`src/rtl/sevenseg_scan_ctrl_if.sv`:
```
`default_nettype none
// ============================================================================
// Module      : sevenseg_scan_ctrl_if
// Description : Signal bundle between the seven-segment register bank / pins
//               and the scan controller. The slave modport is the controller.
// Revision    : 1.0 - initial release
// ============================================================================
interface sevenseg_scan_ctrl_if #(
   parameter int DIGITS = 8
);
   logic [7*DIGITS-1:0] sevenseg;     // active-low patterns, digit i at [7i+6:7i]
   logic [DIGITS-1:0]   digit_en;     // 0 keeps digit dark for its slot
   logic [3:0]          brightness;   // duty level 0..15
   logic [DIGITS-1:0]   an;           // active-low anode drive
   logic [6:0]          seg;          // active-low segment drive
   logic                frame_start;  // pulse after scan wraps to digit 0

   modport master (
      output sevenseg,
      output digit_en,
      output brightness,
      input  an,
      input  seg,
      input  frame_start
   );

   modport slave (
      input  sevenseg,
      input  digit_en,
      input  brightness,
      output an,
      output seg,
      output frame_start
   );
endinterface
`default_nettype wire

```
`src/rtl/sevenseg_scan_ctrl.sv`:
```
`default_nettype none
// ============================================================================
// Module      : sevenseg_scan_ctrl
// Description : Time-multiplexed seven-segment scan controller. Each digit
//               slot starts with a blanking interval, followed by a PWM
//               on-window sized by the brightness level latched at slot start.
// Revision    : 1.0 - initial release
// ============================================================================
module sevenseg_scan_ctrl #(
   parameter int DIGITS   = 8,
   parameter int SCAN_DIV = 50000,
   parameter int DEAD     = 64
) (
   input  wire logic               clk,
   input  wire logic               rst,
   sevenseg_scan_ctrl_if.slave     io_bus
);

   localparam int IDX_W = (DIGITS > 1) ? $clog2(DIGITS) : 1;
   localparam int CNT_W = $clog2(SCAN_DIV) + 1;
   localparam int STEP  = (SCAN_DIV - DEAD) / 16;

   localparam logic [CNT_W-1:0] c_CNT_LAST = CNT_W'(SCAN_DIV - 1);
   localparam logic [CNT_W-1:0] c_DEAD     = CNT_W'(DEAD);
   localparam logic [CNT_W-1:0] c_STEP     = CNT_W'(STEP);
   localparam logic [IDX_W-1:0] c_IDX_LAST = IDX_W'(DIGITS - 1);

   // Reject parameter sets that cannot produce a well-formed slot.
   if ((SCAN_DIV <= DEAD) || (DEAD < 1) || (((SCAN_DIV - DEAD) % 16) != 0)) begin : g_bad_params
      $error("sevenseg_scan_ctrl: illegal SCAN_DIV/DEAD combination");
   end

   typedef enum logic [1:0] {
      PH_BLANK = 2'd0,
      PH_ON    = 2'd1,
      PH_OFF   = 2'd2
   } phase_t;

   logic [CNT_W-1:0]  r_cnt;
   logic [IDX_W-1:0]  r_idx;
   logic [3:0]        r_bright_q;
   logic [DIGITS-1:0] r_an;
   logic [6:0]        r_seg;
   logic              r_frame_start;

   logic [CNT_W-1:0]  w_on_len;
   logic [CNT_W-1:0]  w_on_end;
   logic              w_slot_last;
   logic              w_digit_en;
   logic [6:0]        w_seg_sel;
   phase_t            w_phase;

   // The on-window length never exceeds SCAN_DIV-DEAD, so CNT_W bits hold it.
   assign w_on_len    = (CNT_W'(r_bright_q) + CNT_W'(1)) * c_STEP;
   assign w_on_end    = c_DEAD + w_on_len;
   assign w_slot_last = (r_cnt == c_CNT_LAST);
   assign w_digit_en  = io_bus.digit_en[r_idx];
   assign w_seg_sel   = io_bus.sevenseg[r_idx*7 +: 7];

   // Slot counter, digit index and per-slot brightness latch.
   always_ff @(posedge clk) begin
      if (rst) begin
         r_cnt      <= '0;
         r_idx      <= '0;
         r_bright_q <= '0;
      end else begin
         if (r_cnt == '0) begin
            r_bright_q <= io_bus.brightness;
         end
         if (w_slot_last) begin
            r_cnt <= '0;
            r_idx <= (r_idx == c_IDX_LAST) ? '0 : r_idx + IDX_W'(1);
         end else begin
            r_cnt <= r_cnt + CNT_W'(1);
         end
      end
   end

   // Phase decode: blanking first, then the brightness window if enabled.
   always_comb begin
      w_phase = PH_OFF;
      if (r_cnt < c_DEAD) begin
         w_phase = PH_BLANK;
      end else if ((r_cnt < w_on_end) && w_digit_en) begin
         w_phase = PH_ON;
      end
   end

   // Registered pin drive; only the ON phase pulls one anode low.
   always_ff @(posedge clk) begin
      if (rst) begin
         r_an          <= '1;
         r_seg         <= 7'h7F;
         r_frame_start <= 1'b0;
      end else begin
         r_frame_start <= w_slot_last && (r_idx == c_IDX_LAST);
         if (w_phase == PH_ON) begin
            r_an  <= ~(DIGITS'(1) << r_idx);
            r_seg <= w_seg_sel;
         end else begin
            r_an  <= '1;
            r_seg <= 7'h7F;
         end
      end
   end

   assign io_bus.an          = r_an;
   assign io_bus.seg         = r_seg;
   assign io_bus.frame_start = r_frame_start;

endmodule
`default_nettype wire

```
`src/flat_wrapper.sv`:
```
// flat-port wrapper written by rule: the top's interface ports become plain ports
module sevenseg_scan_ctrl_flat 
#(
   parameter int DIGITS   = 8,
   parameter int SCAN_DIV = 50000,
   parameter int DEAD     = 64
)
  (clk, rst, io_bus_sevenseg, io_bus_digit_en, io_bus_brightness, io_bus_an, io_bus_seg, io_bus_frame_start);
  sevenseg_scan_ctrl_if #(.DIGITS(DIGITS)) io_bus_i ();
  input  wire logic clk;
  input  wire logic rst;
  input wire logic [$bits(io_bus_i.sevenseg)-1:0] io_bus_sevenseg;
  input wire logic [$bits(io_bus_i.digit_en)-1:0] io_bus_digit_en;
  input wire logic [$bits(io_bus_i.brightness)-1:0] io_bus_brightness;
  output wire logic [$bits(io_bus_i.an)-1:0] io_bus_an;
  output wire logic [$bits(io_bus_i.seg)-1:0] io_bus_seg;
  output wire logic [$bits(io_bus_i.frame_start)-1:0] io_bus_frame_start;
  assign io_bus_i.sevenseg = io_bus_sevenseg;
  assign io_bus_i.digit_en = io_bus_digit_en;
  assign io_bus_i.brightness = io_bus_brightness;
  assign io_bus_an = io_bus_i.an;
  assign io_bus_seg = io_bus_i.seg;
  assign io_bus_frame_start = io_bus_i.frame_start;
  sevenseg_scan_ctrl #(.DIGITS(DIGITS), .SCAN_DIV(SCAN_DIV), .DEAD(DEAD)) u_core (.clk(clk), .rst(rst), .io_bus(io_bus_i));
endmodule
```
`config.mk`:
```
export PLATFORM = sky130hd
export DESIGN_NAME = sevenseg_scan_ctrl_flat
export DESIGN_NICKNAME = d
export VERILOG_FILES = /design/src/rtl/sevenseg_scan_ctrl_if.sv /design/src/rtl/sevenseg_scan_ctrl.sv /design/src/flat_wrapper.sv
export SDC_FILE = /design/constraint.sdc
export NUM_CORES = 1
export LEC_CHECK = 0
export CORE_MARGIN = 1.5
export CORE_UTILIZATION = 58
export DETAILED_ROUTE_END_ITERATION = 8
export DONT_BUFFER_PORTS = 1
export GPL_TIMING_DRIVEN = 1
export PLACE_DENSITY = 0.76
export SLEW_MARGIN = 40
export SYNTH_ARGS = -nofsm -noshare
export SYNTH_HDL_FRONTEND = slang
export SYNTH_SLANG_ARGS = --single-unit
```
`constraint.sdc`:
```
create_clock -name clk -period 4.16 [get_ports clk]
set_input_delay 0.832 -clock clk [delete_from_list [all_inputs] [get_ports clk]]
set_output_delay 0.832 -clock clk [all_outputs]
set_load 0.02 [all_outputs]
```
After elaboration in Yosys (flattened, before gate mapping)
Index checks and enable logic that the tools add are counted.
{ "word_totals": {"inputBits": 70, "ram_bits": 0, "latchBits": 0, "output_inout_bits": 16, "rom_bits": 0, "word_cells": 32, "ff_bits": 40, "memories": 0} }
{ "op_classes": {"reduce_logical": 5, "n_mux": 5, "mul": 2, "shifts": 2, "div": 0, "eq_ne": 3, "n_lt_le_gt_ge": 3, "add_sub_neg": 4, "bitwise": 2} }
{ "op_table": {"columns": ["operator", "count"], "rows": [
  ["$shiftx 56x7->7", 1],
  ["$add 17x1->17 const B", 1],
  ["$add 7x17->17 const A", 1],
  ["$eq 17x16->1 const B", 1],
  ["$logic_not 17->1", 1],
  ["$lt 17x17->1", 1],
  ["$lt 17x7->1 const B", 1],
  ["$mul 17x12->17 const B", 1],
  ["$not 8->8", 1],
  ["$shl 1x3->8 const A", 1],
  ["$mul 3x3->6 const B", 1],
  ["$add 4x1->5 const B", 1],
  ["$lt 3x4->1 const B", 1],
  ["$mux 2", 2],
  ["$reduce_or 2->1", 2],
  ["$add 3x1->3 const B", 1],
  ["$bmux 1 s3", 1],
  ["$eq 3x3->1 const B", 1],
  ["$mux 3", 1],
  ["$eq 2x1->1 const B", 1],
  ["$logic_and 1x1->1", 2],
  ["$mux 1", 1],
  ["$not 1->1", 1]
]} }

Depth between registers and ports, before layout
{ "depth": {"depth_word": 10, "mapped_depth": 19, "ltp_nobuf": 17} }

Worst setup path after synthesis
OpenSTA, ideal clock, no wires.
{ "synth_timing": {"path_type": "reg-to-reg", "from": "register u_core.r_bright_q[0]", "to": "register u_core.r_seg[4], in the netlist u_core.io_bus.seg[4]", "t_required_ns": 4.015, "n_path_buf": 2, "arrival_time_ns": 4.313, "synth_period_minus_slack_ns": 4.458, "setup_slack_ns": -0.298, "setup_time_ns": 0.145, "stages_incl_launch_ff": 19, "path_cell_list": "dfxtp_1 > clkbuf_1 > inv_1 > ha_1 > ha_1 > inv_1 > fa_1 > fa_1 > nor2b_1 > o211ai_1 > nand2_1 > a31oi_1 > xor2_1 > ha_1 > a21o_1 > a21o_1 > a211oi_1 > clkbuf_1 > o2111ai_1"} }
{ "synth_via": {"elab_chain_cells": 10} }
{ "synth_lines": {"columns": ["item", "line_no", "source"], "rows": [
  ["start, declared", "sevenseg_scan_ctrl.sv:41", "logic [3:0] r_bright_q;"],
  ["start signal, assigned", "sevenseg_scan_ctrl.sv:68", "r_bright_q <= io_bus.brightness;"],
  ["$add 4x1->5", "sevenseg_scan_ctrl.sv:54", "assign w_on_len = (CNT_W'(r_bright_q) + CNT_W'(1)) * c_STEP;"],
  ["$mul 17x12->17", "sevenseg_scan_ctrl.sv:54", null],
  ["$add 7x17->17", "sevenseg_scan_ctrl.sv:55", "assign w_on_end = c_DEAD + w_on_len;"],
  ["$lt 17x17->1", "sevenseg_scan_ctrl.sv:84", "end else if ((r_cnt < w_on_end) && w_digit_en) begin"],
  ["$logic_and 1x1->1", "sevenseg_scan_ctrl.sv:84", null],
  ["$mux 2", "sevenseg_scan_ctrl.sv:84", null],
  ["$mux 2", "sevenseg_scan_ctrl.sv:82", "if (r_cnt < c_DEAD) begin"],
  ["$eq 2x1->1", "sevenseg_scan_ctrl.sv:97", "if (w_phase == PH_ON) begin"],
  ["$not 1->1 (no line)", null, null],
  ["$reduce_or 2->1 (no line)", null, null],
  ["end signal, assigned", "sevenseg_scan_ctrl.sv:99", "r_seg <= w_seg_sel;"],
  ["end, declared", "sevenseg_scan_ctrl.sv:43", "logic [6:0] r_seg;"]
]} }
Every way passes these cells.
A chain may end at the register's enable or synchronous reset.

Worst setup path after layout
{ "layout_timing": {"from": "register u_core.r_bright_q[0]", "to": "register u_core.r_an[1], in the netlist u_core.io_bus.an[1]"} }
{ "layout_via": {"elab_chain_cells": 10} }
{ "layout_lines": {"columns": ["item", "line_no", "source"], "rows": [
  ["$add 4x1->5", "sevenseg_scan_ctrl.sv:54", null],
  ["$mul 17x12->17", "sevenseg_scan_ctrl.sv:54", null],
  ["$add 7x17->17", "sevenseg_scan_ctrl.sv:55", null],
  ["$lt 17x17->1", "sevenseg_scan_ctrl.sv:84", null],
  ["$logic_and 1x1->1", "sevenseg_scan_ctrl.sv:84", null],
  ["$mux 2", "sevenseg_scan_ctrl.sv:84", null],
  ["$mux 2", "sevenseg_scan_ctrl.sv:82", null],
  ["$eq 2x1->1", "sevenseg_scan_ctrl.sv:97", null],
  ["$not 1->1 (no line)", null, null],
  ["$reduce_or 2->1 (no line)", null, null],
  ["end signal, assigned", "sevenseg_scan_ctrl.sv:98", "r_an <= ~(DIGITS'(1) << r_idx);"],
  ["end, declared", "sevenseg_scan_ctrl.sv:42", "logic [DIGITS-1:0] r_an;"]
]} }
Every way passes these cells.

==> results.md <==
* Die Width at between 70 and 80 um
* Average detailed-routed wire length per instance at between 15 and 20 um
* Leakage power at 1.339 nW
* Final Critical Period at a little over 4000 ps
* Number of synthesized flops with an enable pin at 0
* Number of violations reported at the end of detailed-routing iteration 0 at 84
* Largest net degree at the start of global routing at 20
* Relative contribution of the clock network to total power at 0.288
* TritonCTS sink count at 40
* Count of mapped cells out of synthesis at around 330
* Number of standard cells in the layout, taps in and fillers out at just under 400
* Initial core utilization at 0.5965
* Hold violation count in the final report at 0
* Clock Skew at between 10 and 15 ps
* Maximum Capacitance Violations at 0
* Post-layout net count at 441
* Final setup violation count at 0
* Number of global-route vias before repair at approximately 2.2k
* Top cells by count, synth: sky130_fd_sc_hd__nor2_1, sky130_fd_sc_hd__ha_1, sky130_fd_sc_hd__dfxtp_1
* Data arrival, critical path at 4200 ps
* Remaining global-route overflow at 0
* Overall fraction of global-route tracks in use at 0.2311
* Global-route wire length before repair at around 10000 um
* Biggest fanout along the worst timing path at 7
* Critical path start-end classification: reg2reg
* Delay of the slowest cell on the worst path at 480 ps
* Number of antenna diodes at 0
* Clock tree from TritonCTS: done
* Critical-path cell list: ha_4 -> xor2_4 -> ha_1 -> inv_1 -> fa_1 -> fa_2 -> nor2b_1 -> o211ai_1 -> nand2_1 -> a31oi_1 -> xor2_1 -> ha_1 -> a21o_1 -> a21o_1 -> a211oi_4 -> clkbuf_16 -> nand4_1
* Floorplan die area at between 5000 and 6000 um^2
* H-tree Lvls at 2
* Setup total negative slack at 0 ps
* Power density over the cells at roughly 260 nW/um^2
* Std cell rows at 26
* Share of final-layout standard cells stronger than drive strength 1 at 0.1503
* Hold-fix buffer count after cts at 0
* Worst-Skew Late Latency at 300 ps
* Number of antenna violations at the first check in global routing at 0
* Fraction of the yosys area taken by sequential cells at 0.2662
* Post-layout util at 0.6648
* Remaining max-slew budget at the tightest pin at 0.4766
* Slew at the pin with the worst max-slew slack at a little under 800 ps
* CTS buffer count at 5
* Synth-to-Final Area Change at 11.44%
* Average cell area after synthesis at around 9.3 um^2
* Synth Cell Area at approximately 3000 um^2
* Final weighted congestion of routability-driven global placement at between 0.9 and 1
* Port-buffer cells at 0
* Number of DRC violations after detailed routing at 0
* Cell taking the most area after synthesis: sky130_fd_sc_hd__dfxtp_1
* Overall power at roughly 0.00086 W
* Boundary Pins at 86
* Top-count cell post-synth: sky130_fd_sc_hd__nor2_1
* Die Y-Extent at roughly 75 um
* Routed via count at 2368
* First-pass iteration count of the detailed router at 4
* Int Pwr at between 0.0006 and 0.0007 W
* Slowest cell on crit path: sky130_fd_sc_hd__fa_1
* Post-synth top area share at 0.2662
* Flip-flop and latch count after synthesis at 40
* Count of warnings emitted by yosys at 0
* Clock Tree Root: sky130_fd_sc_hd__clkbuf_8
* Fill cell count at between 300 and 400
* Worst setup slack for register-to-register paths at between 100 and 150 ps
* Register clock-pin slew on the reported worst setup and hold paths at 70 ps
* Setup repair after global routing missed its margin: true
* Placed instance count at about 390
* Maximum achievable frequency at about 250 MHz
* Largest buffer count on any clock path at 2
* Total net switching power at about 0.00025 W
* Leading register cell type out of synthesis: sky130_fd_sc_hd__dfxtp_1
* Fraction of power consumed by combinational cells at 0.246
* Multi-input logic area at about 2200 um^2
* Placeable core region at about 5000 um^2
* Footprint of the flip-flops and latches at 809.5 um^2
* Data required time of the critical path at 4310 ps
* Final worst-path cycle share at 0.9742
* Final design instance area without fill at approximately 3400 um^2
* Count of different cell masters after synthesis at 44
* Reg power frac at 0.465
* Type of the worst min-delay path: reg2reg
* Total detailed-routing wirelength at 6748 um
* Startpoint class of the critical path: flop
* Dpl hpwl at about 5300 um
* Maximum VDD drop at between 0.2 and 0.25 mV
* Total placed instance area at about 3100 um^2
* Ranking of synthesized cells by area: sky130_fd_sc_hd__dfxtp_1, sky130_fd_sc_hd__ha_1, sky130_fd_sc_hd__mux4_2, sky130_fd_sc_hd__nor2_1, sky130_fd_sc_hd__xnor2_1
* Switching part of the total power at 0.2959
* FFs w/ async S/R, synth at 0
* Run status: completed
* Final Max Slew Viols at 0
* Detailed-route vias per instance at ~6
* Mapped Nets at 440
* Crit path capture type: flop
* Residual antenna-violating net count after detailed routing at 0
## area by class of cell
class | instances | share of cell area
Multi-Input combinational cell | 248 | 0.6517
Sequential cell | 40 | 0.2415
Timing Repair Buffer | 8 | 0.03061
Tap cell | 70 | 0.02613
Inverter | 23 | 0.02576
Clock buffer | 5 | 0.02053
Clock inverter | 2 | 0.003733
## cell families (layout without fill, tap and decap cells)
logic type,count (synthesis),in the layout,synth area share
mux,21,21,0.1323
buf+inv,37,38,0.04950
compound gates,43,43,0.09859
xor+xnor,26,26,0.07571
flops,40,40,0.2662
simple gates,113,113,0.1855
fa+ha+maj,45,45,0.1922
## through the flow
step | hold slack, ps | worst slack, ps
5_1_grt | 548.2 | -56.80
3_3_place_gp | 465.1 | 227.2
3_5_place_dp | 494.2 | 72.44
6_report | 504.8 | 107.5
4_1_cts | 512.2 | 53.03
2_1_floorplan | 441.3 | 83.49
## worst max-delay path: cells and delay by family, from the launching register on
kind                       cells  cell delay (ps)
AOI/OAI and AO/OA              5              930
buffers and inverters          2              270
xor gates and xnor gates       2              370
and+or+nand+nor                3              300
adders and majority gates      5             1670
DFF                            1              370
## worst paths after layout
path / cells after the start / from / endpoint
worst max-delay path: 17 / u_core.r_bright_q[0] / u_core.io_bus.an[1]
worst min-delay path: 1 / u_core.r_cnt[0] / u_core.r_cnt[0]
worst max register to register: 17 / u_core.r_bright_q[0] / u_core.io_bus.an[1]
worst min register to register: 1 / u_core.r_cnt[0] / u_core.r_cnt[0]
## sequential cells by signal, summed over array words and instances, names as in the netlist
signal / count
u_core.io_bus.seg: 7
u_core.r_cnt: 17
u_core.io_bus.frame_start: 1
u_core.r_idx: 3
u_core.r_bright_q: 4
u_core.io_bus.an: 8
## layer usage
layer  share of wire  vias up  GRT usage
met3           0.065       17    0.04953
met5               0        -          0
met1            0.40     1081     0.2739
met2            0.51      108     0.4061
met4           0.026        0    0.09091
li1                -     1162          -
## timing repair
| action | 4_1_cts | 5_1_grt |
|---|---|---|
| gates resized for setup | 0 | 19 |
| endpoints found under the setup margin | 0 | 15 |
| buffers inserted | 0 | 1 |
## power groups by stage
stage,registers (W),clock network (W),logic (W)
6_report,0.000398,0.000247,0.000211
3_3_place_gp,0.000405,0,0.000183
3_5_place_dp,0.000405,0,0.000189
2_1_floorplan,0.000403,0,0.000149
4_1_cts,0.000396,0.000253,0.000190
5_1_grt,0.000400,0.000273,0.000238
## placed cells by master, fill, tap and decap left out, types with 2 or more instances in the layout
cell                        count
sky130_fd_sc_hd__nor2_1        46
sky130_fd_sc_hd__ha_1          39
sky130_fd_sc_hd__dfxtp_1       37
sky130_fd_sc_hd__inv_1         21
sky130_fd_sc_hd__mux4_2        15
sky130_fd_sc_hd__nand3_1       14
sky130_fd_sc_hd__xor2_1        12
sky130_fd_sc_hd__nand2_1       12
sky130_fd_sc_hd__xnor2_1       12
sky130_fd_sc_hd__nand4_1       11
sky130_fd_sc_hd__a21oi_1       10
sky130_fd_sc_hd__and3_1         8
sky130_fd_sc_hd__o2111ai_1      7
sky130_fd_sc_hd__mux2i_1        6
sky130_fd_sc_hd__nor2b_1        5
sky130_fd_sc_hd__a21o_1         5
sky130_fd_sc_hd__clkbuf_8       5
sky130_fd_sc_hd__buf_4          5
sky130_fd_sc_hd__nor3_1         4
sky130_fd_sc_hd__o21bai_1       4
sky130_fd_sc_hd__ha_4           4
sky130_fd_sc_hd__o21ai_0        3
sky130_fd_sc_hd__inv_2          2
sky130_fd_sc_hd__and2_1         2
sky130_fd_sc_hd__o211ai_1       2
sky130_fd_sc_hd__a31oi_1        2
sky130_fd_sc_hd__a211oi_1       2
sky130_fd_sc_hd__a21oi_2        2
sky130_fd_sc_hd__nor3b_1        2
sky130_fd_sc_hd__buf_12         2
sky130_fd_sc_hd__dfxtp_4        2
Power figures use the tool's default switching activity.
